===== src/rtl/wb_host_pkg.sv =====
// Shared types for the Wishbone host master: FSM state encoding and the command FIFO word.
package wb_host_pkg;

    localparam int unsigned WB_AW  = 32;
    localparam int unsigned WB_DW  = 32;
    localparam int unsigned WB_SW  = WB_DW / 8;
    localparam int unsigned TMO_W  = 16;

    typedef enum logic [1:0] {
        IDLE = 2'd0,
        BUS  = 2'd1,
        RESP = 2'd2
    } state_e;

    typedef struct packed {
        logic             we;
        logic [WB_AW-1:0] adr;
        logic [WB_DW-1:0] dat;
        logic [WB_SW-1:0] sel;
    } cmd_t;

endpackage


===== src/rtl/wb_host_cmd_fifo.sv =====
// Synchronous command FIFO; ready/empty flags are registered from the next count.
module wb_host_cmd_fifo
    import wb_host_pkg::*;
#(
    parameter int unsigned DEPTH = 4
) (
    input  logic                   clk,
    input  logic                   rst_n,
    input  logic                   push_i,
    input  cmd_t                   wdata_i,
    input  logic                   pop_i,
    output cmd_t                   head_c,
    output logic                   ready_o,
    output logic                   empty_o,
    output logic [$clog2(DEPTH):0] count_o
);

    localparam int unsigned PW = $clog2(DEPTH);
    localparam int unsigned CW = PW + 1;

    cmd_t          mem_q [DEPTH];
    logic [PW-1:0] wr_ptr_q;
    logic [PW-1:0] rd_ptr_q;
    logic [CW-1:0] count_q;
    logic [CW-1:0] count_d;
    logic          ready_q;
    logic          empty_q;
    logic          do_push;
    logic          do_pop;

    assign do_push = push_i && (count_q != CW'(DEPTH));
    assign do_pop  = pop_i && (count_q != '0);

    always_comb begin
        count_d = count_q;
        case ({do_push, do_pop})
            2'b10:   count_d = count_q + CW'(1);
            2'b01:   count_d = count_q - CW'(1);
            default: count_d = count_q;
        endcase
    end

    always_ff @(posedge clk or negedge rst_n) begin
        if (!rst_n) begin
            wr_ptr_q <= '0;
            rd_ptr_q <= '0;
            count_q  <= '0;
            ready_q  <= 1'b1;
            empty_q  <= 1'b1;
        end else begin
            if (do_push) wr_ptr_q <= wr_ptr_q + PW'(1);
            if (do_pop)  rd_ptr_q <= rd_ptr_q + PW'(1);
            count_q <= count_d;
            ready_q <= (count_d != CW'(DEPTH));
            empty_q <= (count_d == '0);
        end
    end

    // Storage carries no reset; validity is tracked by the pointers.
    always_ff @(posedge clk) begin
        if (do_push) mem_q[wr_ptr_q] <= wdata_i;
    end

    assign head_c  = mem_q[rd_ptr_q];
    assign ready_o = ready_q;
    assign empty_o = empty_q;
    assign count_o = count_q;

endmodule


===== src/rtl/wb_host_master.sv =====
// Wishbone classic initiator: FIFO-buffered commands, one bus cycle at a time, ack timeout.
module wb_host_master
    import wb_host_pkg::*;
#(
    parameter int unsigned FIFO_DEPTH  = 4,
    parameter int unsigned TIMEOUT_CYC = 255,
    parameter int unsigned AW          = WB_AW,
    parameter int unsigned DW          = WB_DW
) (
    input  logic            clk,
    input  logic            rst_n,
    input  logic            cmd_valid,
    output logic            cmd_ready,
    input  logic            cmd_we,
    input  logic [AW-1:0]   cmd_adr,
    input  logic [DW-1:0]   cmd_dat,
    input  logic [DW/8-1:0] cmd_sel,
    output logic            rsp_valid,
    input  logic            rsp_ready,
    output logic [DW-1:0]   rsp_dat,
    output logic            rsp_err,
    output logic            wbm_cyc_o,
    output logic            wbm_stb_o,
    output logic            wbm_we_o,
    output logic [DW/8-1:0] wbm_sel_o,
    output logic [AW-1:0]   wbm_adr_o,
    output logic [DW-1:0]   wbm_dat_o,
    input  logic            wbm_ack_i,
    input  logic [DW-1:0]   wbm_dat_i,
    output logic            busy
);

    localparam int unsigned SW       = DW / 8;
    localparam int unsigned CW       = $clog2(FIFO_DEPTH) + 1;
    localparam int unsigned TMO_LAST = TIMEOUT_CYC - 1;

    cmd_t          push_word;
    cmd_t          head;
    logic          push;
    logic          pop;
    logic          fifo_ready;
    logic          fifo_empty;
    logic [CW-1:0] fifo_count;
    logic [CW-1:0] count_next;

    state_e           state_q,     state_d;
    logic [TMO_W-1:0] tmo_q,       tmo_d;
    logic             cyc_q,       cyc_d;
    logic             we_q,        we_d;
    logic [SW-1:0]    sel_q,       sel_d;
    logic [AW-1:0]    adr_q,       adr_d;
    logic [DW-1:0]    dat_q,       dat_d;
    logic             rsp_valid_q, rsp_valid_d;
    logic             rsp_err_q,   rsp_err_d;
    logic [DW-1:0]    rsp_dat_q,   rsp_dat_d;
    logic             busy_q,      busy_d;

    assign push = cmd_valid && fifo_ready;

    always_comb begin
        push_word     = '0;
        push_word.we  = cmd_we;
        push_word.adr = WB_AW'(cmd_adr);
        push_word.dat = WB_DW'(cmd_dat);
        push_word.sel = WB_SW'(cmd_sel);
    end

    wb_host_cmd_fifo #(
        .DEPTH (FIFO_DEPTH)
    ) u_fifo (
        .clk     (clk),
        .rst_n   (rst_n),
        .push_i  (push),
        .wdata_i (push_word),
        .pop_i   (pop),
        .head_c  (head),
        .ready_o (fifo_ready),
        .empty_o (fifo_empty),
        .count_o (fifo_count)
    );

    // Next-state and output logic; ack wins over the timeout on the final cycle.
    always_comb begin
        state_d     = state_q;
        tmo_d       = tmo_q;
        cyc_d       = cyc_q;
        we_d        = we_q;
        sel_d       = sel_q;
        adr_d       = adr_q;
        dat_d       = dat_q;
        rsp_valid_d = rsp_valid_q;
        rsp_err_d   = rsp_err_q;
        rsp_dat_d   = rsp_dat_q;
        pop         = 1'b0;

        case (state_q)
            IDLE: begin
                if (!fifo_empty) begin
                    pop     = 1'b1;
                    we_d    = head.we;
                    adr_d   = AW'(head.adr);
                    dat_d   = DW'(head.dat);
                    sel_d   = SW'(head.sel);
                    cyc_d   = 1'b1;
                    tmo_d   = '0;
                    state_d = BUS;
                end
            end
            BUS: begin
                if (wbm_ack_i) begin
                    cyc_d       = 1'b0;
                    rsp_dat_d   = we_q ? '0 : wbm_dat_i;
                    rsp_err_d   = 1'b0;
                    rsp_valid_d = 1'b1;
                    state_d     = RESP;
                end else if (tmo_q == TMO_W'(TMO_LAST)) begin
                    cyc_d       = 1'b0;
                    rsp_dat_d   = '0;
                    rsp_err_d   = 1'b1;
                    rsp_valid_d = 1'b1;
                    state_d     = RESP;
                end else begin
                    tmo_d = tmo_q + TMO_W'(1);
                end
            end
            RESP: begin
                if (rsp_ready) begin
                    rsp_valid_d = 1'b0;
                    state_d     = IDLE;
                end
            end
            default: begin
                state_d = IDLE;
                cyc_d   = 1'b0;
            end
        endcase
    end

    // busy is registered against the post-edge FIFO occupancy so it tracks exactly.
    assign count_next = fifo_count + CW'(push) - CW'(pop);
    assign busy_d     = (count_next != '0) || (state_d != IDLE);

    always_ff @(posedge clk or negedge rst_n) begin
        if (!rst_n) begin
            state_q     <= IDLE;
            tmo_q       <= '0;
            cyc_q       <= 1'b0;
            we_q        <= 1'b0;
            sel_q       <= '0;
            adr_q       <= '0;
            dat_q       <= '0;
            rsp_valid_q <= 1'b0;
            rsp_err_q   <= 1'b0;
            rsp_dat_q   <= '0;
            busy_q      <= 1'b0;
        end else begin
            state_q     <= state_d;
            tmo_q       <= tmo_d;
            cyc_q       <= cyc_d;
            we_q        <= we_d;
            sel_q       <= sel_d;
            adr_q       <= adr_d;
            dat_q       <= dat_d;
            rsp_valid_q <= rsp_valid_d;
            rsp_err_q   <= rsp_err_d;
            rsp_dat_q   <= rsp_dat_d;
            busy_q      <= busy_d;
        end
    end

    assign cmd_ready = fifo_ready;
    assign wbm_cyc_o = cyc_q;
    assign wbm_stb_o = cyc_q;
    assign wbm_we_o  = we_q;
    assign wbm_sel_o = sel_q;
    assign wbm_adr_o = adr_q;
    assign wbm_dat_o = dat_q;
    assign rsp_valid = rsp_valid_q;
    assign rsp_err   = rsp_err_q;
    assign rsp_dat   = rsp_dat_q;
    assign busy      = busy_q;

endmodule


===== config.mk =====
export PLATFORM = sky130hd
export DESIGN_NAME = wb_host_master
export DESIGN_NICKNAME = d
export VERILOG_FILES = /design/src/rtl/wb_host_pkg.sv /design/src/rtl/wb_host_cmd_fifo.sv /design/src/rtl/wb_host_master.sv
export SDC_FILE = /design/constraint.sdc
export NUM_CORES = 1
export LEC_CHECK = 0
export ABC_AREA = 0
export CAP_MARGIN = 15
export CELL_PAD_IN_SITES_DETAIL_PLACEMENT = 2
export CELL_PAD_IN_SITES_GLOBAL_PLACEMENT = 2
export CORE_ASPECT_RATIO = 0.5
export CORE_MARGIN = 4
export CORE_UTILIZATION = 40
export DETAILED_ROUTE_END_ITERATION = 10
export PLACE_DENSITY_LB_ADDON = 0.1
export SLEW_MARGIN = 25
export SYNTH_ARGS = -nofsm -noshare
export SYNTH_HDL_FRONTEND = slang
export SYNTH_SLANG_ARGS = --single-unit

===== constraint.sdc =====
create_clock -name clk -period 3.4 [get_ports clk]
set_input_delay 0.34 -clock clk [delete_from_list [all_inputs] [get_ports clk]]
set_output_delay 0.34 -clock clk [all_outputs]
set_load 0.03 [all_outputs]

==> flow_summary.yaml <==
die:
  rows: 50
  io_pins: 213
  core_um2: 37600
  die_area_um2: 41700
  floorplan.initialDensity_pct: 40.8
  dieWidth_um: 285
  dieHeight_um: 146
routing:
  dr_wl_met2_um: 21500
  antenna_left: 0
  met3_length_um: 1240
  dr.pass1.iters: 4
  post_drt_wl_per_cell_um: 23.9
  top_layer: "met4"
  wl_um: 40100
  initialDrtViolationCount: 539
  vias_per_cell: 5.14
  met1Wirelength_um: 16800
  vias: 8636
  drc: 0
timing:
  fin_ws_ns: 0.697
  setup_tns_ns: 0
  finalMaxSlewViolations: 0
  setup_viol: 0
  clock_skew_ns: 0.0137
  period_share_pct: 79.5
  maxSlewHeadroom_pct: 42.6
  worst_pin_slew_ns: 0.856
  grt_setup_unrepaired: "false"
  fmax_ghz: 0.370
  finalHoldViolCount: 0
  post-route-min-period_ns: 2.70
cts:
  htree_levels: 2
  clock_latency_ns: 0.54
  cts_tree: "done"
  clockBufferDepth: 3
  post_cts_buffers: 0
  cts.sinks: 408
  numCtsBuffers: 38
  cts.clk_slew.worst_paths_ns: 0.06
  cts-root-buf: "clkbuf_16"
  cts_resized: 0
synth:
  ys.warnings.count: 0
  syn_area_per_cell_um2: 17.1
  synth_edf_count: 276
  synthesis.nets: 1015
  syn-cell-area_um2: 15300
  synth_seq_cells: 408
  synthDistinctLibCells: 43
  async_reset_ff_share_pct: 32.4
  ys.flop_type: "edfxtp_1"
  syn-instance-count: 898
  yosysSeqAreaShare_pct: 75.6
critical_path:
  critical_path_class: "reg2reg"
  path_cells: "or3_4, nor2_1, ha_1, inv_1, fa_1, xor2_1, nor2_1, xor2_1, nand2_1"
  critPathSlowestCell: "dfrtp_1"
  crit_buf_inv: 1
  slowest_delay_ns: 0.51
  startpoint: "state_q[0]"
  cp_data_arrival_time_ns: 3.14
  critPathLaunchType: "register"
  crit_family: "simple AND/OR/NAND/NOR gates"
  rr_startpoint: "state_q[0]"
  cp-end-kind: "register"
  crit_fanout: 10
  critical_path_required_ns: 3.84
finish:
  fin_cells: 1679
  layout.nets: 1247
  fin_util_pct: 51.3
  syn2layout_area_growth_pct: 25.9
  drive_gt1_share_pct: 13.4
  antenna_cells: 0
power_and_ir_drop:
  power.density_nw_per_um2: 934
  max-vdd-ir-drop_mv: 0.415
  p_leak_nw: 7.17
placed_design:
  dp_slack_ns: 0.515
  place_hpwl_um: 26200
  gp_congestion: 0.751
  port_buffers: 212
  place_inst: 1609
run_status:
  status: "completed"
global_route:
  grt_max_degree: 81
  antenna_found_initial: 0
  grt_pass1_wl_um: 62100
  track_usage_pct: 19.3
  gr-total-overflow: 0
  first_global_vias: 9882
flow_run:
  cap_viol_max_count: 0
worst_hold_path:
  min_path_type: "in2async"
[worst register-to-register path, stage by stage (launching register included)]
cell and delay (ns):
dfrtp_1 0.51, or3_4 0.51, nor2_1 0.26, ha_1 0.24, inv_1 0.07, fa_1 0.37, xor2_1 0.16, nor2_1 0.11
xor2_1 0.27, nand2_1 0.12
[through the flow]
step	total power [W]	area [um^2]	hold slack, ns
6_report	0.0180	19300	0.325
5_1_grt	0.0191	19300	0.358
4_1_cts	0.0184	19300	0.324
3_5_place_dp	0.0143	18200	0.331
3_3_place_gp	0.0139	18200	0.326
2_1_floorplan	0.0114	15300	0.0444
[cell families after synthesis]
group | Yosys count | synth area share [%]
adder cells (fa/ha/maj) | 11 | 0.995
AO/OA/AOI/OAI | 66 | 3.19
flip-flops | 408 | 75.6
buffers and inverters | 57 | 1.55
AND/OR/NAND/NOR | 275 | 7.82
multiplexers | 73 | 10.4
XOR/XNOR | 8 | 0.457
[final cells by class]
| class | count | area, um^2 |
|---|---|---|
| Clock buffer | 52 | 1020 |
| Clock inverter | 17 | 81.3 |
| Fill cell | 3338 | 18300 |
| Inverter | 14 | 52.6 |
| Multi-Input combinational cell | 433 | 3530 |
| Sequential cell | 408 | 11600 |
| Tap cell | 520 | 651 |
| Timing Repair Buffer | 235 | 2370 |
[final timing paths]
kind / end / slack [ns] / depth (start not counted)
hold reg to reg: wbm_adr_o[28] / 0.47 / 2
setup reg to reg: u_fifo.ready_o / 0.70 / 9
min in group clk: rsp_dat[4] / 0.41 / 2
hold / removal: tmo_q[13] / 0.33 / 2
setup / recovery: u_fifo.ready_o / 0.70 / 9
max in group asynchronous: wbm_dat_o[10] / 2.22 / 3
[state kept, by name (all words and copies together), names as in the netlist]
signal and count:
wbm_we_o 1, wbm_dat_o 32, rsp_dat 32, u_fifo.rd_ptr_q 2, wbm_cyc_o 1, u_fifo.empty_o 1, rsp_valid 1, wbm_adr_o 32
u_fifo.ready_o 1, u_fifo.wr_ptr_q 2, wbm_sel_o 4, busy 1, u_fifo.count_o 3, rsp_err 1, u_fifo.mem_q 276, tmo_q 16
state_q 2
[routing by layer]
metal / vias to the layer above / GRT usage [%]
met2: 144 / 35.7
li1: 3831 / -
met1: 4614 / 24.1
met5: - / 0
met4: 0 / 3.96
met3: 47 / 3.21
[synthesized netlist by cell type (2+ instances only)]
cell	number	area (um^2)
a21oi_1	9	45.0
a22o_1	32	280
a31oi_1	2	12.5
and2_1	5	31.3
and4_1	2	17.5
and4b_1	2	20.0
buf_2	16	80.1
clkbuf_1	25	93.8
dfrtp_1	130	3250
dfstp_2	2	52.6
edfxtp_1	276	8290
fa_1	2	40.0
ha_1	9	113
inv_1	13	48.8
mux2i_1	4	40.0
mux4_2	69	1550
nand2_1	225	845
nand2b_1	3	18.8
nand3_1	3	15.0
nand4_1	2	12.5
nor2_1	6	22.5
nor3_1	6	30.0
nor4_1	2	12.5
o211ai_1	7	52.6
o21ai_0	9	45.0
o31ai_1	5	37.5
or3_1	5	31.3
or4_1	6	45.0
xnor2_1	5	43.8
xor2_1	3	26.3
[placed cells by master (no fill, tap or decap), types with 6 or more instances in the layout]
master,instances
clkbuf_16,39
a21oi_1,9
ha_1,9
clkbuf_1,13
edfxtp_1,276
o21ai_0,9
or4_1,6
nand2_1,225
inv_1,13
nor3_1,6
dfrtp_1,128
buf_4,15
o211ai_1,7
a22o_1,32
clkdlybuf4s50_1,211
mux4_2,69
clkinv_1,9
[power by group]
part           switching [W]  internal (W)  total [W]
sequential          0.000790       0.00670    0.00749
clock                0.00183       0.00212    0.00395
combinational        0.00388       0.00273    0.00660
[timing repair]
action / CTS / global route
endpoints found under the hold margin: 43 / 0
hold buffers: 1 / 0
setup endpoints to repair: 0 / 0
Power figures use the tool's default switching activity.
